--- src/rtl/pipeline_mem_arbiter_pkg.sv ---
// Shared definitions for the pipeline memory arbiter: FSM state encoding,
// requester port identifiers and small state-mapping helpers.
package riscv_mem_arb_pkg;

  typedef enum logic [2:0] {
    IDLE    = 3'd0,
    ACC_IF  = 3'd1,
    ACC_D   = 3'd2,
    DONE_IF = 3'd3,
    DONE_D  = 3'd4
  } arb_state_e;

  localparam logic PORT_IF = 1'b0;
  localparam logic PORT_D  = 1'b1;

  // Access state entered when the given port wins arbitration.
  function automatic arb_state_e acc_state_of(input logic port);
    return (port == PORT_D) ? ACC_D : ACC_IF;
  endfunction

  // Completion state that follows a given access state.
  function automatic arb_state_e done_state_of(input arb_state_e acc);
    return (acc == ACC_D) ? DONE_D : DONE_IF;
  endfunction

endpackage

--- src/rtl/pipeline_mem_arbiter_latency_timer.sv ---
// Down-counter timing one fixed-latency memory access. Loaded on grant,
// decremented while the access is in progress, flags done at zero.
module mem_arb_latency_timer #(
  parameter int unsigned CNT_W = 1
) (
  input  logic             clock,
  input  logic             reset,
  input  logic             i_load,
  input  logic             i_dec,
  input  logic [CNT_W-1:0] i_load_val,
  output logic             o_done
);

  logic [CNT_W-1:0] r_count;

  // Load on grant, count down during the access, park at zero.
  always_ff @(posedge clock or posedge reset) begin
    if (reset) begin
      r_count <= '0;
    end else if (i_load) begin
      r_count <= i_load_val;
    end else if (i_dec && (r_count != '0)) begin
      r_count <= r_count - CNT_W'(1);
    end
  end

  assign o_done = (r_count == '0);

endmodule

--- src/rtl/pipeline_mem_arbiter.sv ---
// Arbiter sharing one single-ported fixed-latency memory between the
// instruction-fetch port and the MEM-stage data port. Data has priority.
// Optional starvation guard: define MEM_ARB_STARVE_GUARD_EN.
module pipeline_mem_arbiter
  import riscv_mem_arb_pkg::*;
#(
  parameter int unsigned ADDR_W       = 32,
  parameter int unsigned DATA_W       = 32,
  parameter int unsigned MEM_LATENCY  = 2,
  parameter int unsigned STARVE_LIMIT = 4
) (
  input  logic              clock,
  input  logic              reset,
  input  logic              if_req,
  input  logic [ADDR_W-1:0] if_addr,
  output logic              if_ack,
  output logic [DATA_W-1:0] if_rdata,
  input  logic              d_req,
  input  logic              d_we,
  input  logic [ADDR_W-1:0] d_addr,
  input  logic [DATA_W-1:0] d_wdata,
  output logic              d_ack,
  output logic [DATA_W-1:0] d_rdata,
  output logic              mem_en,
  output logic              mem_we,
  output logic [ADDR_W-1:0] mem_addr,
  output logic [DATA_W-1:0] mem_wdata,
  input  logic [DATA_W-1:0] mem_rdata,
  output logic              stall_if,
  output logic              stall_mem,
  output logic              busy
);

  localparam int unsigned CNT_W = (MEM_LATENCY > 1) ? $clog2(MEM_LATENCY) : 1;

  arb_state_e        r_state;
  logic              r_if_ack;
  logic              r_d_ack;
  logic [DATA_W-1:0] r_if_rdata;
  logic [DATA_W-1:0] r_d_rdata;
  logic              r_mem_en;
  logic              r_mem_we;
  logic [ADDR_W-1:0] r_mem_addr;
  logic [DATA_W-1:0] r_mem_wdata;

  logic w_idle;
  logic w_in_acc;
  logic w_grant;
  logic w_grant_port;
  logic w_done;

  assign w_idle   = (r_state == IDLE);
  assign w_in_acc = (r_state == ACC_IF) || (r_state == ACC_D);
  assign w_grant  = w_idle && (if_req || d_req);

`ifdef MEM_ARB_STARVE_GUARD_EN
  localparam int unsigned SW = (STARVE_LIMIT > 0) ? $clog2(STARVE_LIMIT + 1) : 1;

  logic [SW-1:0] r_starve;
  logic          w_force_if;

  assign w_force_if   = if_req && (r_starve == SW'(STARVE_LIMIT));
  assign w_grant_port = (d_req && !w_force_if) ? PORT_D : PORT_IF;

  // Count data grants that bypass a waiting fetch; clear once fetch is not waiting.
  always_ff @(posedge clock or posedge reset) begin
    if (reset) begin
      r_starve <= '0;
    end else if (w_grant) begin
      if ((w_grant_port == PORT_D) && if_req) begin
        r_starve <= r_starve + SW'(1);
      end else begin
        r_starve <= '0;
      end
    end
  end
`else
  assign w_grant_port = d_req ? PORT_D : PORT_IF;
`endif

  mem_arb_latency_timer #(
    .CNT_W (CNT_W)
  ) u_timer (
    .clock      (clock),
    .reset      (reset),
    .i_load     (w_grant),
    .i_dec      (w_in_acc),
    .i_load_val (CNT_W'(MEM_LATENCY - 1)),
    .o_done     (w_done)
  );

  // Arbitration FSM with registered memory-side and ack outputs.
  always_ff @(posedge clock or posedge reset) begin
    if (reset) begin
      r_state     <= IDLE;
      r_if_ack    <= 1'b0;
      r_d_ack     <= 1'b0;
      r_if_rdata  <= '0;
      r_d_rdata   <= '0;
      r_mem_en    <= 1'b0;
      r_mem_we    <= 1'b0;
      r_mem_addr  <= '0;
      r_mem_wdata <= '0;
    end else begin
      case (r_state)
        IDLE: begin
          if (w_grant) begin
            r_state  <= acc_state_of(w_grant_port);
            r_mem_en <= 1'b1;
            if (w_grant_port == PORT_D) begin
              r_mem_we    <= d_we;
              r_mem_addr  <= d_addr;
              r_mem_wdata <= d_wdata;
            end else begin
              r_mem_we    <= 1'b0;
              r_mem_addr  <= if_addr;
              r_mem_wdata <= '0;
            end
          end
        end
        ACC_IF, ACC_D: begin
          if (w_done) begin
            if (r_state == ACC_IF) begin
              r_if_rdata <= mem_rdata;
              r_if_ack   <= 1'b1;
            end else begin
              if (!r_mem_we) begin
                r_d_rdata <= mem_rdata;
              end
              r_d_ack <= 1'b1;
            end
            r_state     <= done_state_of(r_state);
            r_mem_en    <= 1'b0;
            r_mem_we    <= 1'b0;
            r_mem_addr  <= '0;
            r_mem_wdata <= '0;
          end
        end
        DONE_IF, DONE_D: begin
          r_if_ack <= 1'b0;
          r_d_ack  <= 1'b0;
          r_state  <= IDLE;
        end
        default: begin
          r_state <= IDLE;
        end
      endcase
    end
  end

  assign if_ack    = r_if_ack;
  assign d_ack     = r_d_ack;
  assign if_rdata  = r_if_rdata;
  assign d_rdata   = r_d_rdata;
  assign mem_en    = r_mem_en;
  assign mem_we    = r_mem_we;
  assign mem_addr  = r_mem_addr;
  assign mem_wdata = r_mem_wdata;
  assign stall_if  = if_req & ~r_if_ack;
  assign stall_mem = d_req & ~r_d_ack;
  assign busy      = !w_idle;

endmodule
--- config.mk ---
export PLATFORM = sky130hd
export DESIGN_NAME = pipeline_mem_arbiter
export DESIGN_NICKNAME = d
export VERILOG_FILES = /design/src/rtl/pipeline_mem_arbiter_pkg.sv /design/src/rtl/pipeline_mem_arbiter_latency_timer.sv /design/src/rtl/pipeline_mem_arbiter.sv
export SDC_FILE = /design/constraint.sdc
export NUM_CORES = 1
export LEC_CHECK = 0
export BUFFER_PORTS_ARGS = -buffer_cell sky130_fd_sc_hd__buf_2
export CAP_MARGIN = 20
export CORE_ASPECT_RATIO = 0.8
export CORE_MARGIN = 5
export CORE_UTILIZATION = 30
export DETAILED_ROUTE_END_ITERATION = 8
export PLACE_DENSITY = 0.67
export SLEW_MARGIN = 20
export SYNTH_ARGS = -nofsm -noshare
export SYNTH_HDL_FRONTEND = slang
export SYNTH_SLANG_ARGS = --single-unit
--- constraint.sdc ---
create_clock -name clock -period 6.05 [get_ports clock]
set_input_delay 1.21 -clock clock [delete_from_list [all_inputs] [get_ports clock]]
set_output_delay 1.21 -clock clock [all_outputs]
set_load 0.03 [all_outputs]
==> results of run 1 <==
[registers in the layout (all words and copies together), names as in the netlist]
name	flops
if_rdata	32
u_timer.r_count	1
mem_en	1
mem_we	1
d_ack	1
d_rdata	32
mem_addr	32
r_state	3
if_ack	1
mem_wdata	32
[stage by stage]
stage | instances | hold slack (ps) | setup slack (ps) | area (um2)
global placement | 1008 | 461 | 2310 | 7800
detailed placement | 1008 | 469 | 2210 | 7800
floorplan | 502 | 604 | 1200 | 6290
finish | 1040 | 478 | 2530 | 8360
CTS | 1040 | 482 | 2530 | 8360
global route | 1040 | 488 | 2440 | 8360
[Yosys cell counts, types with 2 or more instances]
master / number / area (um2)
o21bai_1: 2 / 15.0
clkbuf_1: 15 / 56.3
dfrtp_1: 136 / 3400
nor4_4: 2 / 42.5
nand2_1: 3 / 11.3
mux2_2: 36 / 405
o211ai_1: 33 / 248
buf_12: 4 / 80.1
nor2_1: 4 / 15.0
nor3_1: 2 / 10.0
mux2i_1: 65 / 651
a21oi_1: 5 / 25.0
buf_2: 15 / 75.1
nor2b_1: 2 / 12.5
mux2_1: 60 / 676
buf_4: 2 / 15.0
o21ai_0: 36 / 180
inv_1: 69 / 259
[power by group]
| part | total (mW) | internal (mW) | switching [mW] |
|---|---|---|---|
| logic | 2.86 | 0.970 | 1.89 |
| registers | 1.63 | 1.37 | 0.259 |
| clock network | 0.984 | 0.587 | 0.397 |
| total | 5.48 | 2.93 | 2.55 |
[cells by family after synthesis]
family,Yosys count
AND/OR/NAND/NOR,16
AO/OA/AOI/OAI,80
flip-flops,136
multiplexers,161
buffers and inverters,108
XOR/XNOR,1
[worst max-delay path, delay by kind of cell]
family | cells | cell delay, ps
and+or+nand+nor | 1 | 180
buffers and inverters | 3 | 900
[worst max-delay path by stage]
stage,from,to,slack [ps]
floorplan,reset,d_ack,1200
global placement,d_req,mem_addr[7],2310
detailed placement,d_req,mem_addr[21],2210
CTS,d_req,stall_mem,2530
global route,d_req,stall_mem,2440
finish,d_req,stall_mem,2530
[layer usage]
metal  vias to the layer above  GRT usage  wire length (um)
met3                        13     0.0442              1460
met2                       187      0.233              8070
met4                         0     0.0347               182
met1                      2244      0.177              7150
met5                         -          0                 0
li1                       2236          -                 -
[layout make-up]
class | instances | area, um2
Clock inverter | 11 | 98.8
Clock buffer | 21 | 460
Fill cell | 1995 | 12300
Timing Repair Buffer | 275 | 1410
Inverter | 70 | 268
Multi-Input combinational cell | 258 | 2380
Tap cell | 269 | 337
Sequential cell | 136 | 3400
==> results.md, run 1 <==
* Skew-Pair Late Insertion Delay at 410 ps
* Fin. max-slew vios at 0
* Num rows at 47
* Hold Crit Depth at 1
* Routed Antenna Nets at 0
* Largest buffer count on any clock path at 2
* Slew HR at 0.387
* NumNets Final at 891
* Synth Flop Type: dfrtp_1
* Syn_nets at 635
* Portion of netlist area occupied by mux cells at 0.275
* HP Class: reg -> reg
* Cell Area, Synth at 6290 um2
* Grt total ovfl at 0
* # diodes at 0
* Starting Density at 0.305
* Number of enable flip-flop cells after synthesis at 0
* Maxcap violations at 0
* Hold Vio Cnt, Final at 0
* Hold path startpoint: d_rdata[12]
* Most common cell after layout, fill and taps aside: buf_2
* FF-to-FF setup slack at 3860 ps
* VDD IR max at 0.355 mV
* CP required at 4840 ps
* Worst-path clk slew at 60 ps
* Fraction of the mapped netlist area in compound gates at 0.0822
* Via count at 4,680
* Final WL at 16.9 mm
* Synth Register Bits at 136
* Critical R2R Capture: mem_addr[21]
* Leakage at 4.22 nW
* Peak per-stage delay on the critical path at 520 ps
* DR pass1 iterations at 4
* Proportion of layout cells with a drive suffix above 1 at 0.453
* Clock skew at 10.2 ps
* IO Port Bufs at 267
* Initial antenna violation count at 0
* Fmax achieved at 284 MHz
* Setup CP Type: in -> out
* CP most frequent cell: buf_2
* Async SR Flop Fraction at 1.00
* Total power at 5.48 mW
* Mean Syn Cell Area at 12.5 um2
* CTS buffer count at 17
* WHS Endpoint: d_rdata[12]
* Post-CTS Resized at 0
* Total die area at 24,000 um2
* Global Route Usage Sum at 0.140
* Post-CTS Repair Setup Buffers at 0
* Status: finished, final reports clean
* Seq/Total Area, Yosys at 0.541
* Synthesis-to-layout area growth at 33.0%
* Die X at 172 um
* Main combinational cell family by area after synthesis: multiplexers
* Final setup vio count at 0
* Io pins at 268
* TritonCTS clock tree: built
* Yosys warning count at 0
* Root Driver: clkbuf_16
* Adder-cell share of the synthesized area at 0
* Drt via density at 4.50
* Die Y at 139 um
* Worst Reg-to-Reg Cells at 4
* RSZ-0062 raised after global routing: false
* Commonest non-fill, non-tap cells in the layout: buf_2, dfrtp_1, inv_1, mux2i_1, mux2_1
* Placer's final routability congestion estimate at 0.794
* Critical path endpoint category: primary output
* Synth Area in XOR/XNOR at 0.00139
* Final design utilization at 0.405
* TNS Setup at 0 ps
* CP Launch Type: input pin
* Tcrit/Tclk final at 0.582
* Crit path max fanout at 31
* Synth cell types at 29
* Pwr dens at 655 nW/um2
* Slowest cell on crit path: buf_2
* Worst R2R Start: r_state[1]
* Crit path DAT at 2310 ps
* Largest net degree at the start of global routing at 98
* Global-route wire length before repair at 26.6 mm
* Clk sink count at 136
* Routed WL per cell at 16.2 um
* Tmin final at 3520 ps
* Synth Area in Simple Gates at 0.0189
* Cells after Synth at 502
* Drc violations at 0
* Vias in the first global route at 5,055
* CP Cell Sequence: buf_2, inv_1, nor2_1, buf_2
* Cts-stage hold buffer count at 0
* Level count of the clock H-tree at 4
* Initial drt markers at 253
* Final HPWL DP at 12.1 mm
* Core Area at 20,600 um2
* Slew @ Worst Pin at 920 ps
No activity file was read; power rests on OpenSTA's default activity.
==> run 2, diff against run 1 <==
==> constraint.sdc (replaced) <==
create_clock -name clock -period 3.6 [get_ports clock]
set_input_delay 0.72 -clock clock [delete_from_list [all_inputs] [get_ports clock]]
set_output_delay 0.72 -clock clock [all_outputs]
set_load 0.03 [all_outputs]
==> run 2 against run 1 <==
  * Largest power group unchanged
  * Global-route usage is essentially flat
  * Setup slack lost 1500 ps
  * Count of clock-buffer cells in the layout shrank 2
  * First-iteration DRC count shrank 3.2%
  * Critical path depth shrank 2
  * Core utilization grew 0.13 points
  * Cell count is essentially flat
==> results.md, run 2 (synthesis gave the netlist of run 1 again) <==
* Post-CTS Resized at 0 (unchanged)
* Slew @ Worst Pin at 859 ps (-60.6 ps)
* Peak per-stage delay on the critical path at 720 ps (+200 ps)
* Slew HR at 0.427 (+0.0404)
* TritonCTS clock tree: built
* CP Cell Sequence: or3_1, buf_2
* CTS buffer count at 17 (unchanged)
* Clock skew at 7.92 ps (-2.26 ps)
* Drt via density at 4.50 (about the same)
* Via count at 4,679 (-0.021%)
* Worst R2R Start: r_state[1]
* Most common cell after layout, fill and taps aside: buf_2
* Skew-Pair Late Insertion Delay at 400 ps (about the same)
* Setup CP Type: reg -> out
* DR pass1 iterations at 4 (unchanged)
* Fin. max-slew vios at 0 (unchanged)
* Crit path max fanout at 42 (+35%)
* Routed WL per cell at 16.1 um (-0.43%)
* Synthesis-to-layout area growth at 33.4%
* # diodes at 0 (unchanged)
* Commonest non-fill, non-tap cells in the layout: buf_2, dfrtp_1, inv_1, mux2i_1, mux2_1
* Global Route Usage Sum at 0.139 (-0.000389)
* Worst Path Buf+Inv at 1 (-2)
* VDD IR max at 0.442 mV (+24%)
* Tcrit/Tclk final at 0.700
* Grt total ovfl at 0 (unchanged)
* Largest buffer count on any clock path at 2 (unchanged)
* Core Area at 20,600 um2 (unchanged)
* Clk sink count at 136 (unchanged)
* Placer's final routability congestion estimate at 0.750 (-5.6%)
* Critical path endpoint category: primary output
* Cts-stage hold buffer count at 0 (unchanged)
* HP Class: reg -> reg
* Final setup vio count at 0 (unchanged)
* Final WL at 16.8 mm (-0.53%)
* Crit path DAT at 1800 ps (-510 ps)
* Die Y at 139 um (unchanged)
* Slowest cell on crit path: dfrtp_2
* Hold path startpoint: d_rdata[17]
* CP required at 2880 ps (-1960 ps)
* Level count of the clock H-tree at 4 (unchanged)
* Drc violations at 0 (unchanged)
* Starting Density at 0.305 (unchanged)
* TNS Setup at 0 ps (unchanged)
* Initial drt markers at 245 (-3.2%)
* Die X at 172 um (unchanged)
* Status: finished, final reports clean
* Post-Layout Inst Area at 8390 um2 (+0.31%)
* Crit path max-delay family: flip-flops
* Hold_ws at 478 ps (-0.304 ps)
* Largest net degree at the start of global routing at 137 (+40%)
* CP Launch Type: register
* Io pins at 268 (unchanged)
* CP Launch Point: r_state[2]
* Post-CTS Repair Setup Buffers at 0 (unchanged)
* NumNets Final at 891 (unchanged)
* Leakage at 4.22 nW (-0.22%)
* Maxcap violations at 0 (unchanged)
* Routed Antenna Nets at 0 (unchanged)
* Tmin final at 2520 ps
* Final HPWL DP at 11.9 mm (-2.0%)
* Global-route wire length before repair at 26.8 mm (+0.78%)
* Post-DP Area at 7830 um2 (+0.30%)
* Num rows at 47 (unchanged)
* Pwr dens at 1100 nW/um2 (+68%)
* Root Driver: clkbuf_16
* IO Port Bufs at 267 (unchanged)
* Hold Vio Cnt, Final at 0 (unchanged)
* RSZ-0062 raised after global routing: false
* Total die area at 24,000 um2 (unchanged)
* Vias in the first global route at 4,925 (-2.6%)
* Worst-path clk slew at 60 ps (about the same)
* Fmax achieved at 397 MHz
* Initial antenna violation count at 0 (unchanged)
* Proportion of layout cells with a drive suffix above 1 at 0.453 (+0.000588)
run 2: changes by cell type in the layout (fill, tap and decap cells not counted):
| cell | delta |
|---|---|
| clkbuf_1 | -1 |
| inv_6 | +2 |
| clkinv_2 | -4 |
| clkinv_4 | -1 |
| clkbuf_8 | -1 |
| clkinvlp_4 | +4 |
| buf_4 | -2 |
| buf_12 | +2 |
run 2: power by group:
group | total, mW | switching [mW] | internal, mW | leakage, nW
Sequential | 2.81 | 0.509 | 2.30 | 1.69
Combinational | 4.77 | 3.12 | 1.65 | 2.27
Clock | 1.66 | 0.684 | 0.974 | 0.255
run 2: path summary, 6_finish.rpt:
| kind | slack (ps) | end | cells past startpoint |
|---|---|---|---|
| max | 1080 | busy | 2 |
| min | 480 | d_rdata[17] | 1 |
| max reg2reg | 1470 | mem_we | 4 |
| min reg2reg | 480 | d_rdata[17] | 1 |
| max in group asynchronous | 2420 | r_state[2] | 3 |
| min in group asynchronous | 500 | mem_wdata[22] | 3 |
run 2: layout make-up:
cell class                      instances  area, um2
Inverter                               70        267
Clock inverter                         12        119
Tap cell                              269        337
Timing Repair Buffer                  275       1430
Fill cell                            1985      12300
Sequential cell                       136       3400
Clock buffer                           19        443
Multi-Input combinational cell        258       2380
run 2: metrics by stage:
stage,setup slack [ps],utilization,total power [mW],cells
global route,980,0.406,9.86,1039
detailed placement,1320,0.379,7.69,1008
CTS,1050,0.406,9.40,1039
floorplan,1190,-,6.43,502
finish,1080,0.406,9.24,1039
global placement,1350,0.379,7.60,1008
run 2: worst reg2reg max path, cell delays in order, from the launching register on:
cell      delay, ps
dfrtp_1         570
o21bai_1        300
a311oi_4        590
buf_12          330
mux2i_1         270
run 2: per-layer routing:
| metal | global-route usage | vias up | wire (um) |
|---|---|---|---|
| met2 | 0.217 | 165 | 7610 |
| met4 | 0.0294 | 0 | 180 |
| met3 | 0.0513 | 9 | 1420 |
| li1 | - | 2240 | - |
| met1 | 0.187 | 2265 | 7560 |
| met5 | 0 | - | 0 |
